$ cat src/rtl/dvp_pattern_source_if.sv
// DVP sensor-side bundle: run control in, VSYNC/HREF/Y8 pixel stream and status out.
// Latency: n/a (wires only).
// Backpressure: none; DVP is a free-running push interface qualified by opix_valid.
interface dvp_pattern_source_if;
  logic       ienable;
  logic [1:0] imode;
  logic       ovsync;
  logic       ohref;
  logic [7:0] opixdata;
  logic       opix_valid;
  logic       obusy;
  logic [7:0] oframe_cnt;

  // Pattern source side
  modport master (
    input  ienable, imode,
    output ovsync, ohref, opixdata, opix_valid, obusy, oframe_cnt
  );

  // Capture side
  modport slave (
    output ienable, imode,
    input  ovsync, ohref, opixdata, opix_valid, obusy, oframe_cnt
  );
endinterface

$ cat src/rtl/dvp_pattern_source.sv
// DVP camera emulator: VSYNC/HREF/Y8 test patterns with parameterised frame timing.
// Latency: outputs registered, updated together on each pixel-slot tick (every PCLK_DIV iclk).
// Backpressure: none; the stream free-runs, opix_valid qualifies each slot. V_ACT must be >= 1.
module dvp_pattern_source #(
  parameter int H_ACT    = 640,
  parameter int H_BLANK  = 144,
  parameter int V_SYNC   = 3,
  parameter int V_BACK   = 17,
  parameter int V_ACT    = 480,
  parameter int V_FRONT  = 10,
  parameter int PCLK_DIV = 1,
  parameter bit VS_POL   = 1'b1
) (
  input  logic                  iclk,
  input  logic                  irst_n,
  dvp_pattern_source_if.master  bus
);

  localparam int H_TOTAL = H_ACT + H_BLANK;
  localparam int HW      = (H_TOTAL > 1) ? $clog2(H_TOTAL) : 1;
  localparam int VM1     = (V_SYNC > V_BACK) ? V_SYNC : V_BACK;
  localparam int VM2     = (V_ACT > V_FRONT) ? V_ACT : V_FRONT;
  localparam int VMAX    = (VM1 > VM2) ? VM1 : VM2;
  localparam int LW      = (VMAX > 1) ? $clog2(VMAX) : 1;
  localparam int DW      = (PCLK_DIV > 1) ? $clog2(PCLK_DIV) : 1;
  localparam int BAR_W   = (H_ACT >= 8) ? (H_ACT / 8) : 1;

  typedef enum logic [2:0] {S_IDLE, S_VSYNC, S_VBACK, S_ACTIVE, S_VFRONT} state_t;

  logic [DW-1:0] div_q, div_d;
  state_t        state_q, state_d;
  logic [HW-1:0] hcnt_q, hcnt_d;
  logic [LW-1:0] lcnt_q, lcnt_d;
  logic [1:0]    mode_q, mode_d;
  logic [7:0]    fnum_q, fnum_d;
  logic [7:0]    frame_cnt_q, frame_cnt_d;
  logic          busy_q, busy_d;
  logic          vsync_q, vsync_d;
  logic          href_q, href_d;
  logic [7:0]    pix_q, pix_d;
  logic          pvld_q, pvld_d;

  logic          tick, line_end, phase_end;
  logic          start_frame, frame_end;
  logic [7:0]    x8, y8;
  logic [HW-1:0] bar;

  function automatic int phase_len(input state_t s);
    int r;
    case (s)
      S_VSYNC:  r = V_SYNC;
      S_VBACK:  r = V_BACK;
      S_ACTIVE: r = V_ACT;
      S_VFRONT: r = V_FRONT;
      default:  r = 1;
    endcase
    return r;
  endfunction

  // Skip over phases whose line count is zero (ACTIVE is always present).
  function automatic state_t first_phase(input state_t s);
    state_t r;
    r = s;
    if (r == S_VSYNC && V_SYNC == 0) r = S_VBACK;
    if (r == S_VBACK && V_BACK == 0) r = S_ACTIVE;
    return r;
  endfunction

  assign tick      = (div_q == DW'(PCLK_DIV - 1));
  assign line_end  = (hcnt_q == HW'(H_TOTAL - 1));
  assign phase_end = line_end && (int'(lcnt_q) == phase_len(state_q) - 1);

  // Slot divider, raster counters and frame sequencing; everything advances only on a slot tick.
  always_comb begin
    div_d       = tick ? '0 : div_q + 1'b1;
    pvld_d      = tick;
    state_d     = state_q;
    hcnt_d      = hcnt_q;
    lcnt_d      = lcnt_q;
    mode_d      = mode_q;
    fnum_d      = fnum_q;
    frame_cnt_d = frame_cnt_q;
    busy_d      = busy_q;
    start_frame = 1'b0;
    frame_end   = 1'b0;
    if (tick) begin
      if (state_q == S_IDLE) begin
        start_frame = bus.ienable;
      end else begin
        if (line_end) begin
          hcnt_d = '0;
          lcnt_d = lcnt_q + 1'b1;
        end else begin
          hcnt_d = hcnt_q + 1'b1;
        end
        if (phase_end) begin
          lcnt_d = '0;
          case (state_q)
            S_VSYNC:  state_d = first_phase(S_VBACK);
            S_VBACK:  state_d = S_ACTIVE;
            S_ACTIVE: begin
              if (V_FRONT > 0) state_d = S_VFRONT;
              else             frame_end = 1'b1;
            end
            default:  frame_end = 1'b1;
          endcase
        end
      end
      // A frame always runs to completion; ienable only decides whether another follows.
      if (frame_end) begin
        frame_cnt_d = frame_cnt_q + 8'd1;
        if (bus.ienable) begin
          start_frame = 1'b1;
        end else begin
          state_d = S_IDLE;
          busy_d  = 1'b0;
        end
      end
      // Pattern and frame number are frozen for the whole frame.
      if (start_frame) begin
        state_d = first_phase(S_VSYNC);
        hcnt_d  = '0;
        lcnt_d  = '0;
        mode_d  = bus.imode;
        fnum_d  = frame_cnt_d;
        busy_d  = 1'b1;
      end
    end
  end

  // Output values for the slot being entered, so outputs line up with the registered position.
  always_comb begin
    vsync_d = vsync_q;
    href_d  = href_q;
    pix_d   = pix_q;
    x8      = 8'(hcnt_d);
    y8      = 8'(lcnt_d);
    bar     = hcnt_d / HW'(BAR_W);
    if (tick) begin
      vsync_d = (state_d == S_VSYNC) ? VS_POL : ~VS_POL;
      href_d  = (state_d == S_ACTIVE) && (int'(hcnt_d) < H_ACT);
      pix_d   = 8'h00;
      if (href_d) begin
        case (mode_d)
          2'd0:    pix_d = x8 + y8;
          2'd1:    pix_d = (int'(bar) >= 7) ? 8'hFF : 8'(bar) * 8'h24;
          2'd2:    pix_d = (x8[5] ^ y8[5]) ? 8'hFF : 8'h00;
          default: pix_d = fnum_q == fnum_d ? fnum_q : fnum_d;
        endcase
      end
    end
  end

  // State and output registers with asynchronous reset to the idle, inactive-bus condition.
  always_ff @(posedge iclk or negedge irst_n) begin
    if (!irst_n) begin
      div_q       <= '0;
      state_q     <= S_IDLE;
      hcnt_q      <= '0;
      lcnt_q      <= '0;
      mode_q      <= 2'd0;
      fnum_q      <= 8'd0;
      frame_cnt_q <= 8'd0;
      busy_q      <= 1'b0;
      vsync_q     <= ~VS_POL;
      href_q      <= 1'b0;
      pix_q       <= 8'h00;
      pvld_q      <= 1'b0;
    end else begin
      div_q       <= div_d;
      state_q     <= state_d;
      hcnt_q      <= hcnt_d;
      lcnt_q      <= lcnt_d;
      mode_q      <= mode_d;
      fnum_q      <= fnum_d;
      frame_cnt_q <= frame_cnt_d;
      busy_q      <= busy_d;
      vsync_q     <= vsync_d;
      href_q      <= href_d;
      pix_q       <= pix_d;
      pvld_q      <= pvld_d;
    end
  end

  assign bus.ovsync     = vsync_q;
  assign bus.ohref      = href_q;
  assign bus.opixdata   = pix_q;
  assign bus.opix_valid = pvld_q;
  assign bus.obusy      = busy_q;
  assign bus.oframe_cnt = frame_cnt_q;

endmodule

$ cat src/flat_wrapper.sv
// flat-port wrapper written by rule: the top's interface ports become plain ports
module dvp_pattern_source_flat 
#(
  parameter int H_ACT    = 640,
  parameter int H_BLANK  = 144,
  parameter int V_SYNC   = 3,
  parameter int V_BACK   = 17,
  parameter int V_ACT    = 480,
  parameter int V_FRONT  = 10,
  parameter int PCLK_DIV = 1,
  parameter bit VS_POL   = 1'b1
)
  (iclk, irst_n, bus_ienable, bus_imode, bus_ovsync, bus_ohref, bus_opixdata, bus_opix_valid, bus_obusy, bus_oframe_cnt);
  dvp_pattern_source_if bus_i ();
  input  logic iclk;
  input  logic irst_n;
  input wire logic [$bits(bus_i.ienable)-1:0] bus_ienable;
  input wire logic [$bits(bus_i.imode)-1:0] bus_imode;
  output wire logic [$bits(bus_i.ovsync)-1:0] bus_ovsync;
  output wire logic [$bits(bus_i.ohref)-1:0] bus_ohref;
  output wire logic [$bits(bus_i.opixdata)-1:0] bus_opixdata;
  output wire logic [$bits(bus_i.opix_valid)-1:0] bus_opix_valid;
  output wire logic [$bits(bus_i.obusy)-1:0] bus_obusy;
  output wire logic [$bits(bus_i.oframe_cnt)-1:0] bus_oframe_cnt;
  assign bus_i.ienable = bus_ienable;
  assign bus_i.imode = bus_imode;
  assign bus_ovsync = bus_i.ovsync;
  assign bus_ohref = bus_i.ohref;
  assign bus_opixdata = bus_i.opixdata;
  assign bus_opix_valid = bus_i.opix_valid;
  assign bus_obusy = bus_i.obusy;
  assign bus_oframe_cnt = bus_i.oframe_cnt;
  dvp_pattern_source #(.H_ACT(H_ACT), .H_BLANK(H_BLANK), .V_SYNC(V_SYNC), .V_BACK(V_BACK), .V_ACT(V_ACT), .V_FRONT(V_FRONT), .PCLK_DIV(PCLK_DIV), .VS_POL(VS_POL)) u_core (.iclk(iclk), .irst_n(irst_n), .bus(bus_i));
endmodule
$ cat config.mk
export PLATFORM = sky130hd
export DESIGN_NAME = dvp_pattern_source_flat
export DESIGN_NICKNAME = d
export VERILOG_FILES = /design/src/rtl/dvp_pattern_source_if.sv /design/src/rtl/dvp_pattern_source.sv /design/src/flat_wrapper.sv
export SDC_FILE = /design/constraint.sdc
export NUM_CORES = 1
export LEC_CHECK = 0
export ABC_CLOCK_PERIOD_IN_PS = 4450
export CAP_MARGIN = 20
export CELL_PAD_IN_SITES_DETAIL_PLACEMENT = 1
export CELL_PAD_IN_SITES_GLOBAL_PLACEMENT = 1
export CORE_UTILIZATION = 43
export CTS_BUF_LIST = sky130_fd_sc_hd__clkbuf_4 sky130_fd_sc_hd__clkbuf_8
export CTS_CLUSTER_DIAMETER = 120
export DETAILED_ROUTE_END_ITERATION = 6
export GPL_TIMING_DRIVEN = 0
export PLACE_DENSITY_LB_ADDON = 0.3
export SYNTH_ARGS = -nofsm -noshare
export SYNTH_HDL_FRONTEND = slang
export SYNTH_SLANG_ARGS = --single-unit
$ cat constraint.sdc
create_clock -name iclk -period 4.45 [get_ports iclk]
set_input_delay 0.89 -clock iclk [delete_from_list [all_inputs] [get_ports iclk]]
set_output_delay 0.89 -clock iclk [all_outputs]
set_load 0.05 [all_outputs]
==> reports/summary.txt <==
global route total overflow = 0
remaining routing DRC violations = 0
peak fanout along the critical path = 10
synthesized instance count = 376
n_diodes = 0
largest cells by area after synthesis = dfrtp_1 38%, xnor2_1 4.8%, ha_1 4.3%
weighted congestion reported at the end of routability-driven placement = 0.860
Internal Pwr Total = 0.000819 W
number of library cell types mapped by synthesis = 71
areal power density over the cells = 328 nW/um2
vertical die dimension = 91.7 um
portion of the clock cycle consumed by the worst path in the final layout = 95.8%
final setup violating endpoints = 0
clock sinks = 52
Synth warnings = 0
Final Hold Vio Count = 0
Post-synth EDFFs = 0
Cell Chain, Critical Path = buf_2, buf_6, nand3_2, ha_4, xnor2_2, xnor2_1, a2111oi_4, buf_4, o211ai_4, nand2_2, clkbuf_8, nor2_1, ha_1, ha_1, and3_1, a21oi_2, o311a_1, a21oi_1, xnor2_1, and3_1, o21ai_2, o211a_1, o221a_1
clk buf depth = 2
Detailed Place HPWL = 7880 um
I/O pin count = 25
detail-routed net length per standard cell = 20.5 um
Final #Nets = 438
Net Count, Synth = 393
synth-to-layout area growth = 20.9%
slowest stage cell, crit path = dfrtp_1
Root Buffer = clkbuf_8
sequential-to-total area share from yosys stat = 37.6%
Worst R2R Setup Slack = 190 ps
area of the placeable core = 7770 um2
maxcap violations = 0
Critical Path Sink Type = flip-flop
achievable frequency = 235 MHz
ranking of synthesized cells by instance count = 52 x dfrtp_1, 40 x nand2_1, 26 x nor2_1, 20 x a21oi_1, 19 x xnor2_1
number of cells on the worst hold path = 1
Setup Crit Path Kind = reg2reg
vias post-DR = 3182
H-tree level count = 2
number of clock buffers inserted by TritonCTS = 5
proportion of power drawn by the clock network = 21.6%
transition at the pin with the smallest max-transition slack = 761 ps
critical path required time = 4650 ps
clock skew = 10.0 ps
layout cell share with drive strength beyond 1 = 17.5%
Total Die Area = 8410 um2
antenna violations before repair = 0
TritonCTS clock tree = built
area share of the largest cell type after synthesis = 37.6%
worst reg2reg startpoint = u_core.state_q[2]
total wire length after detailed routing = 10800 um
worst slew slack as a fraction of its limit = 48.6%
cell type contributing the most total cell area after synthesis = dfrtp_1
syn_area_per_cell = 9.20 um2
outcome = completed
clock transition at the register clock pins on the worst setup and hold paths after CTS = 100 ps
cell area after synthesis = 3460 um2
kind of start point of the critical path = flip-flop
DRT antenna net count = 0
Critical R2R Capture = u_core.bus.opixdata[6]
utilization after layout = 53.8%
horizontal die dimension = 91.7 um
top cell family by delay on the critical path = compound AO/OA/AOI/OAI gates
worst stage delay on the critical path = 340 ps
Port-buffer cells = 24
HP Class = reg2reg
switching power summed over all nets = 0.000552 W
overall track demand over capacity in global routing = 26.8%
Pleak = 1.86 nW
Sw Share = 40.3%
insertion delay to the later sink of the worst-skew pair = 320 ps
initial standard-cell utilization of the core = 44.5%
endpoint with the worst hold slack = u_core.bus.oframe_cnt[7]
vias in the first global route = 3317
routed vias/inst = 6.07
start point of the worst min-delay path = u_core.bus.oframe_cnt[7]
pin count of the biggest net entering global routing = 34
total of hold buffers inserted after clock tree synthesis = 0
data arrival time at the worst-slack endpoint = 4470 ps
top flip-flop cell by instance count after synthesis = dfrtp_1
Seq pwr share = 40.5%
pins over their slew limit = 0
largest vdd supply drop = 0.000166 V
Comb pwr share = 38.0%
total iterations of the first detailed-routing run = 4
post-synthesis async set-or-reset flop share = 100%
Detailed Route Iter0 Violations = 185
global-route wire length before repair = 17500 um
number of cells on the worst reg-to-reg path = 23
CP bufs+invs = 4
crit path time final = 4260 ps
num rows = 32
non-filler instance count after layout = 524
number of fill cells = 912
flip-flop and latch count after synthesis = 52
# placed instances = 503
most instantiated library cell after synthesis = dfrtp_1
## layout by cell type (no fill, tap or decap), types with 4 or more instances in the layout
cell             count
xor2_1              17
o21ai_0              8
nor2_1              24
o31ai_1              5
ha_1                11
nand2b_1             4
mux2i_1              5
clkdlybuf4s50_1     23
nand4_1             10
nand2_1             39
nor4_1               4
xnor2_1             18
inv_2                6
o211ai_1             4
nor3_1              11
clkbuf_8             6
buf_4               15
and3_1               4
inv_1               11
nand3_1             12
a21oi_1             19
o21ai_1              4
mux2_2               5
a31oi_1              4
dfrtp_1             49
## cell type report
| cell class | instances | area, um2 | area share, % |
|---|---|---|---|
| Multi-Input combinational cell | 295 | 2150 | 51.5 |
| Sequential cell | 52 | 1310 | 31.2 |
| Timing Repair Buffer | 39 | 360 | 8.62 |
| Tap cell | 102 | 128 | 3.05 |
| Buffer | 11 | 76.3 | 1.83 |
| Clock buffer | 5 | 68.8 | 1.65 |
| Inverter | 17 | 63.8 | 1.53 |
| Clock inverter | 3 | 27.5 | 0.658 |
## repair_timing
action	4_1_cts	5_1_grt
setup endpoints to repair	8	3
endpoints found under the hold margin	0	0
resized for setup	18	21
pin swaps	5	7
setup buffers	8	5
## power groups by stage
stage	Sequential, W	Clock (W)	Combinational, W
after floorplan	0.000550	0	0.000337
after global placement	0.000559	0	0.000444
after detailed placement	0.000562	0	0.000459
after CTS	0.000553	0.000302	0.000486
after global routing	0.000562	0.000313	0.000565
final	0.000555	0.000296	0.000521
## per-layer routing
metal  global-route usage (%)  part of all wire (%)  up-vias
li1                         -                     -     1483
met1                     36.0                    45     1615
met2                     45.6                    49       63
met3                     3.32                   3.6       21
met4                     7.42                   2.2        0
met5                        0                     0        -
## registers in the layout (all words and copies together), names as in the netlist
register / count
u_core.hcnt_q: 10
u_core.lcnt_q: 9
u_core.bus.oframe_cnt: 8
u_core.bus.opixdata: 8
u_core.fnum_q: 8
u_core.state_q: 3
u_core.mode_q: 2
u_core.bus.obusy: 1
u_core.bus.ohref: 1
u_core.bus.opix_valid: 1
u_core.bus.ovsync: 1
## cells by family after synthesis
kind of cell    share of synthesized area [%]
compound gates                           20.9
xor+xnor                                 9.11
fa+ha+maj                                4.67
buf+inv                                  3.47
flops                                    37.6
mux                                      3.07
other cells                             0.108
simple gates                             21.0
## stage by stage
step	total power, W	instance area (um2)	setup TNS (ps)	hold slack (ps)	worst slack, ps
final	0.00137	4180	0	486	189
after global routing	0.00144	4180	-43.0	524	-43.0
after CTS	0.00134	4080	0	489	17.3
after detailed placement	0.00102	3850	-4540	461	-1070
after global placement	0.00100	3830	-3650	456	-956
after floorplan	0.000887	3470	0	436	129
## how the worst max path moves through the flow
stage,from,slack (ps),to,cells after the start
6_report,u_core.state_q[2],190,u_core.bus.opixdata[6],23
5_1_grt,u_core.state_q[2],-40,u_core.bus.opixdata[6],23
4_1_cts,u_core.state_q[1],20,u_core.bus.opixdata[6],23
2_1_floorplan,u_core.state_q[1],130,u_core.bus.opixdata[6],19
3_5_place_dp,u_core.state_q[1],-1070,u_core.bus.opixdata[6],20
3_3_place_gp,u_core.state_q[1],-960,u_core.bus.opixdata[6],20
(Power assumes the default switching activity.)
